$ cat src/rtl/cnt_wrap_tracker.sv
// Wrap tracker for a WIDTH-bit up/down load counter. It keeps a wrap epoch,
// and queues one {dir, epoch} record per genuine wrap for a valid/ready consumer.
module cnt_wrap_tracker #(
    parameter int WIDTH   = 4,
    parameter int EPOCH_W = 8,
    parameter int DEPTH   = 4
) (
    input  logic                     clk,
    input  logic                     rstn,
    input  logic [WIDTH-1:0]         count,
    input  logic                     down,
    input  logic                     load_en,
    input  logic                     clr,
    output logic [EPOCH_W-1:0]       epoch,
    output logic [EPOCH_W+WIDTH-1:0] ext_count,
    output logic                     evt_valid,
    input  logic                     evt_ready,
    output logic                     evt_dir,
    output logic [EPOCH_W-1:0]       evt_epoch,
    output logic                     evt_ovf
);
    localparam int AW = (DEPTH > 1) ? $clog2(DEPTH) : 1;

    localparam logic [WIDTH-1:0]   MAX_C       = {WIDTH{1'b1}};
    localparam logic [WIDTH-1:0]   ZERO_C      = {WIDTH{1'b0}};
    localparam logic [EPOCH_W-1:0] EPOCH_ONE_C = EPOCH_W'(1);
    localparam logic [AW:0]        OCC_FULL_C  = (AW+1)'(DEPTH);
    localparam logic [AW:0]        OCC_ONE_C   = (AW+1)'(1);
    localparam logic [AW:0]        OCC_ZERO_C  = (AW+1)'(0);
    localparam logic [AW-1:0]      PTR_ONE_C   = AW'(1);

    logic [WIDTH-1:0]             prev_count_r;
    logic                         prev_down_r;
    logic                         prev_load_r;
    logic                         prev_vld_r;
    logic [EPOCH_W-1:0]           epoch_r;
    logic [AW-1:0]                wr_ptr_r;
    logic [AW-1:0]                rd_ptr_r;
    logic [AW:0]                  occ_r;
    logic                         valid_r;
    logic                         ovf_r;
    logic [DEPTH-1:0][EPOCH_W:0]  mem_r;

    logic                         wrap_up_s;
    logic                         wrap_dn_s;
    logic                         push_s;
    logic                         pop_s;
    logic                         full_s;
    logic                         wr_en_s;
    logic                         drop_s;
    logic [EPOCH_W-1:0]           epoch_nxt_s;
    logic [AW:0]                  occ_nxt_s;

    // Wrap detection against history, plus FIFO handshake and next-state decode
    always_comb begin
        wrap_up_s   = 1'b0;
        wrap_dn_s   = 1'b0;
        push_s      = 1'b0;
        pop_s       = 1'b0;
        full_s      = 1'b0;
        wr_en_s     = 1'b0;
        drop_s      = 1'b0;
        epoch_nxt_s = epoch_r;
        occ_nxt_s   = occ_r;

        // A load that lands on 0 or MAX is never treated as a wrap.
        if (prev_vld_r && !prev_load_r) begin
            wrap_up_s = !prev_down_r && (prev_count_r == MAX_C)  && (count == ZERO_C);
            wrap_dn_s =  prev_down_r && (prev_count_r == ZERO_C) && (count == MAX_C);
        end else begin
            wrap_up_s = 1'b0;
            wrap_dn_s = 1'b0;
        end

        push_s  = wrap_up_s || wrap_dn_s;
        pop_s   = (occ_r != OCC_ZERO_C) && evt_ready;
        full_s  = (occ_r == OCC_FULL_C);
        wr_en_s = push_s && (!full_s || pop_s);
        drop_s  = push_s && full_s && !pop_s;

        case ({wrap_up_s, wrap_dn_s})
            2'b10:   epoch_nxt_s = epoch_r + EPOCH_ONE_C;
            2'b01:   epoch_nxt_s = epoch_r - EPOCH_ONE_C;
            default: epoch_nxt_s = epoch_r;
        endcase

        case ({wr_en_s, pop_s})
            2'b10:   occ_nxt_s = occ_r + OCC_ONE_C;
            2'b01:   occ_nxt_s = occ_r - OCC_ONE_C;
            default: occ_nxt_s = occ_r;
        endcase
    end

    // History of the counter controls applied at the previous edge
    always_ff @(posedge clk or negedge rstn) begin
        if (!rstn) begin
            prev_count_r <= ZERO_C;
            prev_down_r  <= 1'b0;
            prev_load_r  <= 1'b0;
            prev_vld_r   <= 1'b0;
        end else begin
            prev_count_r <= count;
            prev_down_r  <= down;
            prev_load_r  <= load_en;
            prev_vld_r   <= !clr;
        end
    end

    // Epoch, FIFO pointers/occupancy and sticky overflow
    always_ff @(posedge clk or negedge rstn) begin
        if (!rstn) begin
            epoch_r  <= {EPOCH_W{1'b0}};
            wr_ptr_r <= {AW{1'b0}};
            rd_ptr_r <= {AW{1'b0}};
            occ_r    <= OCC_ZERO_C;
            valid_r  <= 1'b0;
            ovf_r    <= 1'b0;
        end else if (clr) begin
            epoch_r  <= {EPOCH_W{1'b0}};
            wr_ptr_r <= {AW{1'b0}};
            rd_ptr_r <= {AW{1'b0}};
            occ_r    <= OCC_ZERO_C;
            valid_r  <= 1'b0;
            ovf_r    <= 1'b0;
        end else begin
            epoch_r  <= epoch_nxt_s;
            wr_ptr_r <= wr_en_s ? (wr_ptr_r + PTR_ONE_C) : wr_ptr_r;
            rd_ptr_r <= pop_s   ? (rd_ptr_r + PTR_ONE_C) : rd_ptr_r;
            occ_r    <= occ_nxt_s;
            valid_r  <= (occ_nxt_s != OCC_ZERO_C);
            ovf_r    <= ovf_r || drop_s;
        end
    end

    // Event record storage; cleared so an empty FIFO presents a zero head
    always_ff @(posedge clk or negedge rstn) begin
        if (!rstn) begin
            mem_r <= '0;
        end else if (clr) begin
            mem_r <= '0;
        end else if (wr_en_s) begin
            mem_r[wr_ptr_r] <= {wrap_dn_s, epoch_nxt_s};
        end
    end

    assign epoch     = epoch_r;
    assign ext_count = {epoch_r, count};
    assign evt_valid = valid_r;
    assign evt_dir   = mem_r[rd_ptr_r][EPOCH_W];
    assign evt_epoch = mem_r[rd_ptr_r][EPOCH_W-1:0];
    assign evt_ovf   = ovf_r;

endmodule

$ cat config.mk
export PLATFORM = sky130hd
export DESIGN_NAME = cnt_wrap_tracker
export DESIGN_NICKNAME = d
export VERILOG_FILES = /design/src/rtl/cnt_wrap_tracker.sv
export SDC_FILE = /design/constraint.sdc
export NUM_CORES = 1
export LEC_CHECK = 0
export ABC_AREA = 1
export CAP_MARGIN = 20
export CORE_MARGIN = 4
export CORE_UTILIZATION = 55
export CTS_BUF_LIST = sky130_fd_sc_hd__clkbuf_4 sky130_fd_sc_hd__clkbuf_8
export DETAILED_ROUTE_END_ITERATION = 10
export GPL_TIMING_DRIVEN = 0
export HOLD_SLACK_MARGIN = 0.02
export PLACE_DENSITY = 0.84
export SYNTH_ARGS = -nofsm -noshare
export SYNTH_HDL_FRONTEND = slang
export SYNTH_SLANG_ARGS = --single-unit
$ cat constraint.sdc
create_clock -name clk -period 4.9 [get_ports clk]
set_input_delay 0.735 -clock clk [delete_from_list [all_inputs] [get_ports clk]]
set_output_delay 0.735 -clock clk [all_outputs]
set_load 0.03 [all_outputs]
==> impl_metrics.prom <==
# TYPE chip_impl_metric gauge
chip_impl_metric{name="cts_resized",unit=""} 0
chip_impl_metric{name="synth-adder-area-share",unit="%"} 6.304
chip_impl_info{name="root_buffer_selected_by_cts",value="sky130_fd_sc_hd__clkbuf_8"} 1
chip_impl_metric{name="setup_total_negative_slack",unit="ns"} 0
chip_impl_metric{name="cap_viol_max_count",unit=""} 0
chip_impl_metric{name="synth.ff_latch_count",unit=""} 60
chip_impl_metric{name="nNetsFinal",unit=""} 459
chip_impl_metric{name="hold_violations",unit=""} 0
chip_impl_metric{name="synth_enable_flop_cells",unit=""} 0
chip_impl_metric{name="timing.clock.skew",unit="ns"} 0.005887
chip_impl_metric{name="gpl.final_weighted_congestion",unit=""} 0.8892
chip_impl_info{name="cpLargestDelayFamily",value="buffers and inverters"} 1
chip_impl_metric{name="postSynthAreaPerCell",unit="sq um"} 8.418
chip_impl_metric{name="dp_cells",unit=""} 495
chip_impl_metric{name="wire_per_inst",unit="um"} 14.59
chip_impl_metric{name="timing.final.crit_share",unit="%"} 65.00
chip_impl_metric{name="drt-pass1-iter-count",unit=""} 5
chip_impl_metric{name="netlist.area_leader.share",unit="%"} 46.69
chip_impl_metric{name="power.static_leakage",unit="nW"} 1.923
chip_impl_metric{name="synthToLayoutAreaGrowth",unit="%"} 21.75
chip_impl_metric{name="post_cts.repair.setup_buffers",unit=""} 0
chip_impl_metric{name="critical-path-max-stage-delay",unit="ns"} 0.72
chip_impl_metric{name="synth_cells",unit=""} 382
chip_impl_metric{name="detailed_place_hpwl",unit="um"} 5284
chip_impl_metric{name="clock-sinks",unit=""} 60
chip_impl_metric{name="worstPathBufferInverterCount",unit=""} 3
chip_impl_metric{name="remaining_global_route_overflow",unit=""} 0
chip_impl_metric{name="timing.critical_path.required",unit="ns"} 4.16
chip_impl_info{name="tritoncts_clock_tree",value="done"} 1
chip_impl_metric{name="grt_first_pass_wirelength",unit="um"} 12600
chip_impl_info{name="critical_path.startpoint_type",value="flip-flop"} 1
chip_impl_metric{name="grt_usage",unit="%"} 22.20
chip_impl_metric{name="drc_violation_count_after_routing",unit=""} 0
chip_impl_metric{name="max-clock-path-buffers",unit=""} 2
chip_impl_info{name="layout_commonest_cell",value="sky130_fd_sc_hd__nand2_1"} 1
chip_impl_metric{name="cp_data_arrival_time",unit="ns"} 2.45
chip_impl_metric{name="cts_inserted_buffers",unit=""} 9
chip_impl_info{name="layout_common_cells",value="sky130_fd_sc_hd__nand2_1, sky130_fd_sc_hd__dfrtp_1, sky130_fd_sc_hd__nor2_1, sky130_fd_sc_hd__clkdlybuf4s50_1, sky130_fd_sc_hd__inv_1"} 1
chip_impl_metric{name="antenna_violating_nets_post_route",unit=""} 0
chip_impl_metric{name="min_period",unit="ns"} 3.185
chip_impl_metric{name="synth-compound-area-share",unit="%"} 12.49
chip_impl_metric{name="seq_area_frac_synth",unit="%"} 46.69
chip_impl_info{name="worst-setup-path-type",value="flip-flop to output port"} 1
chip_impl_info{name="post_synth_main_area_contributors",value="sky130_fd_sc_hd__dfrtp_1, sky130_fd_sc_hd__nand2_1, sky130_fd_sc_hd__ha_1"} 1
chip_impl_metric{name="fp.dieArea",unit="sq um"} 7133
chip_impl_metric{name="yosys.cell_types.count",unit=""} 35
chip_impl_metric{name="postRouteWirelength",unit="um"} 7428
chip_impl_metric{name="core_area",unit="sq um"} 5574
chip_impl_metric{name="numPortBuffers",unit=""} 40
chip_impl_metric{name="netlist_area",unit="sq um"} 3216
chip_impl_metric{name="critical_path_peak_fanout",unit=""} 10
chip_impl_metric{name="setup_viol_count_final",unit=""} 0
chip_impl_metric{name="htree_levels",unit=""} 3
chip_impl_metric{name="powerDensity",unit="nW/um^2"} 255.8
chip_impl_metric{name="fmax",unit="MHz"} 314.0
chip_impl_metric{name="maxSlewViolCount",unit=""} 0
chip_impl_info{name="hold_path.class",value="input pin to async pin"} 1
chip_impl_info{name="worst_setup_path_end_kind",value="output port"} 1
chip_impl_info{name="yosys_most_used_dff",value="sky130_fd_sc_hd__dfrtp_1"} 1
chip_impl_info{name="grt_setup_unrepaired",value="no"} 1
chip_impl_metric{name="fraction_of_layout_instances_using_a_drive_strength_above_1",unit="%"} 11.67
chip_impl_metric{name="timing.max_slew.rel_slack",unit="%"} 64.16
chip_impl_metric{name="die_h",unit="um"} 84.46
chip_impl_metric{name="final_area",unit="sq um"} 3915
chip_impl_metric{name="worst-slew-pin-transition",unit="ns"} 0.5375
chip_impl_metric{name="initial_core_util",unit="%"} 57.69
chip_impl_metric{name="layout.cells.non_filler",unit=""} 509
chip_impl_metric{name="antenna-diode-count",unit=""} 0
chip_impl_info{name="combinational_family_with_the_most_area_after_synthesis",value="simple AND/OR/NAND/NOR gates"} 1
chip_impl_info{name="slowest_stage_cell_cp",value="sky130_fd_sc_hd__clkdlybuf4s50_1"} 1
chip_impl_metric{name="clock_insertion_delay_worst_skew",unit="ns"} 0.34
chip_impl_metric{name="yosys-mux-area-fraction",unit="%"} 0.3113
chip_impl_metric{name="boundaryPins",unit=""} 41
chip_impl_metric{name="clkTransAtPathRegs",unit="ns"} 0.07
chip_impl_metric{name="post_cts_hold_buffer_count",unit=""} 0
chip_impl_info{name="top_cell_type_by_total_area_after_synthesis",value="sky130_fd_sc_hd__dfrtp_1"} 1
chip_impl_metric{name="detailedRoute.firstIterationViolations",unit=""} 195
chip_impl_metric{name="peakVddDrop",unit="mV"} 0.2034
chip_impl_metric{name="rows",unit=""} 27
chip_impl_metric{name="grt_start_max_net_pins",unit=""} 43
chip_impl_metric{name="floorplan_die_width",unit="um"} 84.46
chip_impl_metric{name="finalPower",unit="mW"} 1.001
chip_impl_metric{name="ys_warn_count",unit=""} 0
chip_impl_metric{name="place_area",unit="sq um"} 3721
chip_impl_metric{name="synth-xor-area-share",unit="%"} 1.089
chip_impl_metric{name="synth_simple_gate_area_share",unit="%"} 24.44
chip_impl_metric{name="vias",unit=""} 2741
chip_impl_metric{name="via_count_of_the_first_global_routing_pass",unit=""} 2695
chip_impl_metric{name="synth-async-reset-ratio",unit="%"} 100.0
chip_impl_metric{name="via_per_inst",unit=""} 5.385
chip_impl_info{name="timing.critical_path.cells",value="inv_1 > clkbuf_1 > nor2_1 > o22ai_1 > clkdlybuf4s50_1"} 1
chip_impl_metric{name="grt_antenna_before_repair",unit=""} 0
chip_impl_info{name="outcome",value="finished, final reports clean"} 1
chip_impl_metric{name="syn-num-nets",unit=""} 407
chip_impl_metric{name="regToRegSetupSlack",unit="ns"} 2.33
==> cell type report <==
| class | instances | area, sq um |
|---|---|---|
| fill | 409 | 1659 |
| tap | 72 | 90.09 |
| sequential | 60 | 1501 |
| clock inverter | 2 | 35.03 |
| timing repair buffer | 41 | 415.4 |
| inverter | 40 | 157.7 |
| buffer | 18 | 121.4 |
| multi-input combinational | 264 | 1435 |
| clock buffer | 12 | 158.9 |
==> where the power goes <==
| group | internal, mW | switching, mW |
|---|---|---|
| Sequential | 0.499 | 0.00154 |
| Combinational | 0.0190 | 0.0333 |
| Clock | 0.262 | 0.187 |
==> cell usage after synthesis (all sizes together) (2+ instances only) <==
library cell,count
nor3,2
a21oi,11
o22ai,9
xor2,3
o21ai,46
nand2,91
and2,2
nand3,27
ha,13
dfrtp,60
inv,40
nand3b,2
nor2,49
buf,14
clkbuf,4
fa,2
==> worst paths after layout <==
kind | from | to | cells past startpoint
worst min-delay path | rstn | mem_r[30] | 1
worst max register to register | prev_count_r[3] | mem_r[34] | 13
worst min register to register | mem_r[16] | mem_r[16] | 2
min in group clk | mem_r[16] | mem_r[16] | 2
worst max-delay path | rd_ptr_r[0] | evt_dir | 5
max in group asynchronous | rstn | prev_count_r[0] | 2
==> through the flow <==
stage	worst slack [ns]	hold slack [ns]	util, %
after CTS	1.755	0.3530	70.24
after global placement	1.280	0.4574	66.49
final	1.715	0.3375	70.24
after floorplan	2.173	0.4394	-
after detailed placement	1.442	0.4611	66.76
after global routing	1.529	0.3790	70.24
==> cell families (layout without fill, tap and decap cells) <==
family	Yosys count	after routing
AOI/OAI and AO/OA	67	67
xor gates and xnor gates	4	4
adders and majority gates	15	15
buffers and inverters	58	113
DFF	60	60
muxes	1	1
and+or+nand+nor	177	177
==> sequential cells by signal, indices dropped and copies added, names as in the netlist <==
| name | cells |
|---|---|
| prev_vld_r | 1 |
| mem_r | 36 |
| prev_down_r | 1 |
| evt_ovf | 1 |
| occ_r | 3 |
| prev_count_r | 4 |
| epoch | 8 |
| rd_ptr_r | 2 |
| evt_valid | 1 |
| prev_load_r | 1 |
| wr_ptr_r | 2 |
==> worst register-to-register path, cell delays in order, from the launching register on <==
cell	delay [ns]
sky130_fd_sc_hd__dfrtp_1	0.37
sky130_fd_sc_hd__nor3b_1	0.22
sky130_fd_sc_hd__nand3_1	0.14
sky130_fd_sc_hd__inv_1	0.10
sky130_fd_sc_hd__ha_1	0.43
sky130_fd_sc_hd__ha_1	0.37
sky130_fd_sc_hd__nand2_1	0.11
sky130_fd_sc_hd__inv_1	0.04
sky130_fd_sc_hd__a21oi_1	0.17
sky130_fd_sc_hd__nand2_1	0.07
sky130_fd_sc_hd__nand2_1	0.06
sky130_fd_sc_hd__nand3_1	0.17
sky130_fd_sc_hd__nand3_1	0.15
sky130_fd_sc_hd__nand2_1	0.07
==> per-layer routing <==
metal	wire [um]	global-route usage, %
met3	448	5.005
met4	176	10.50
met5	0	0
met2	3612	36.59
met1	3190	27.77
(Power assumes the default switching activity.)
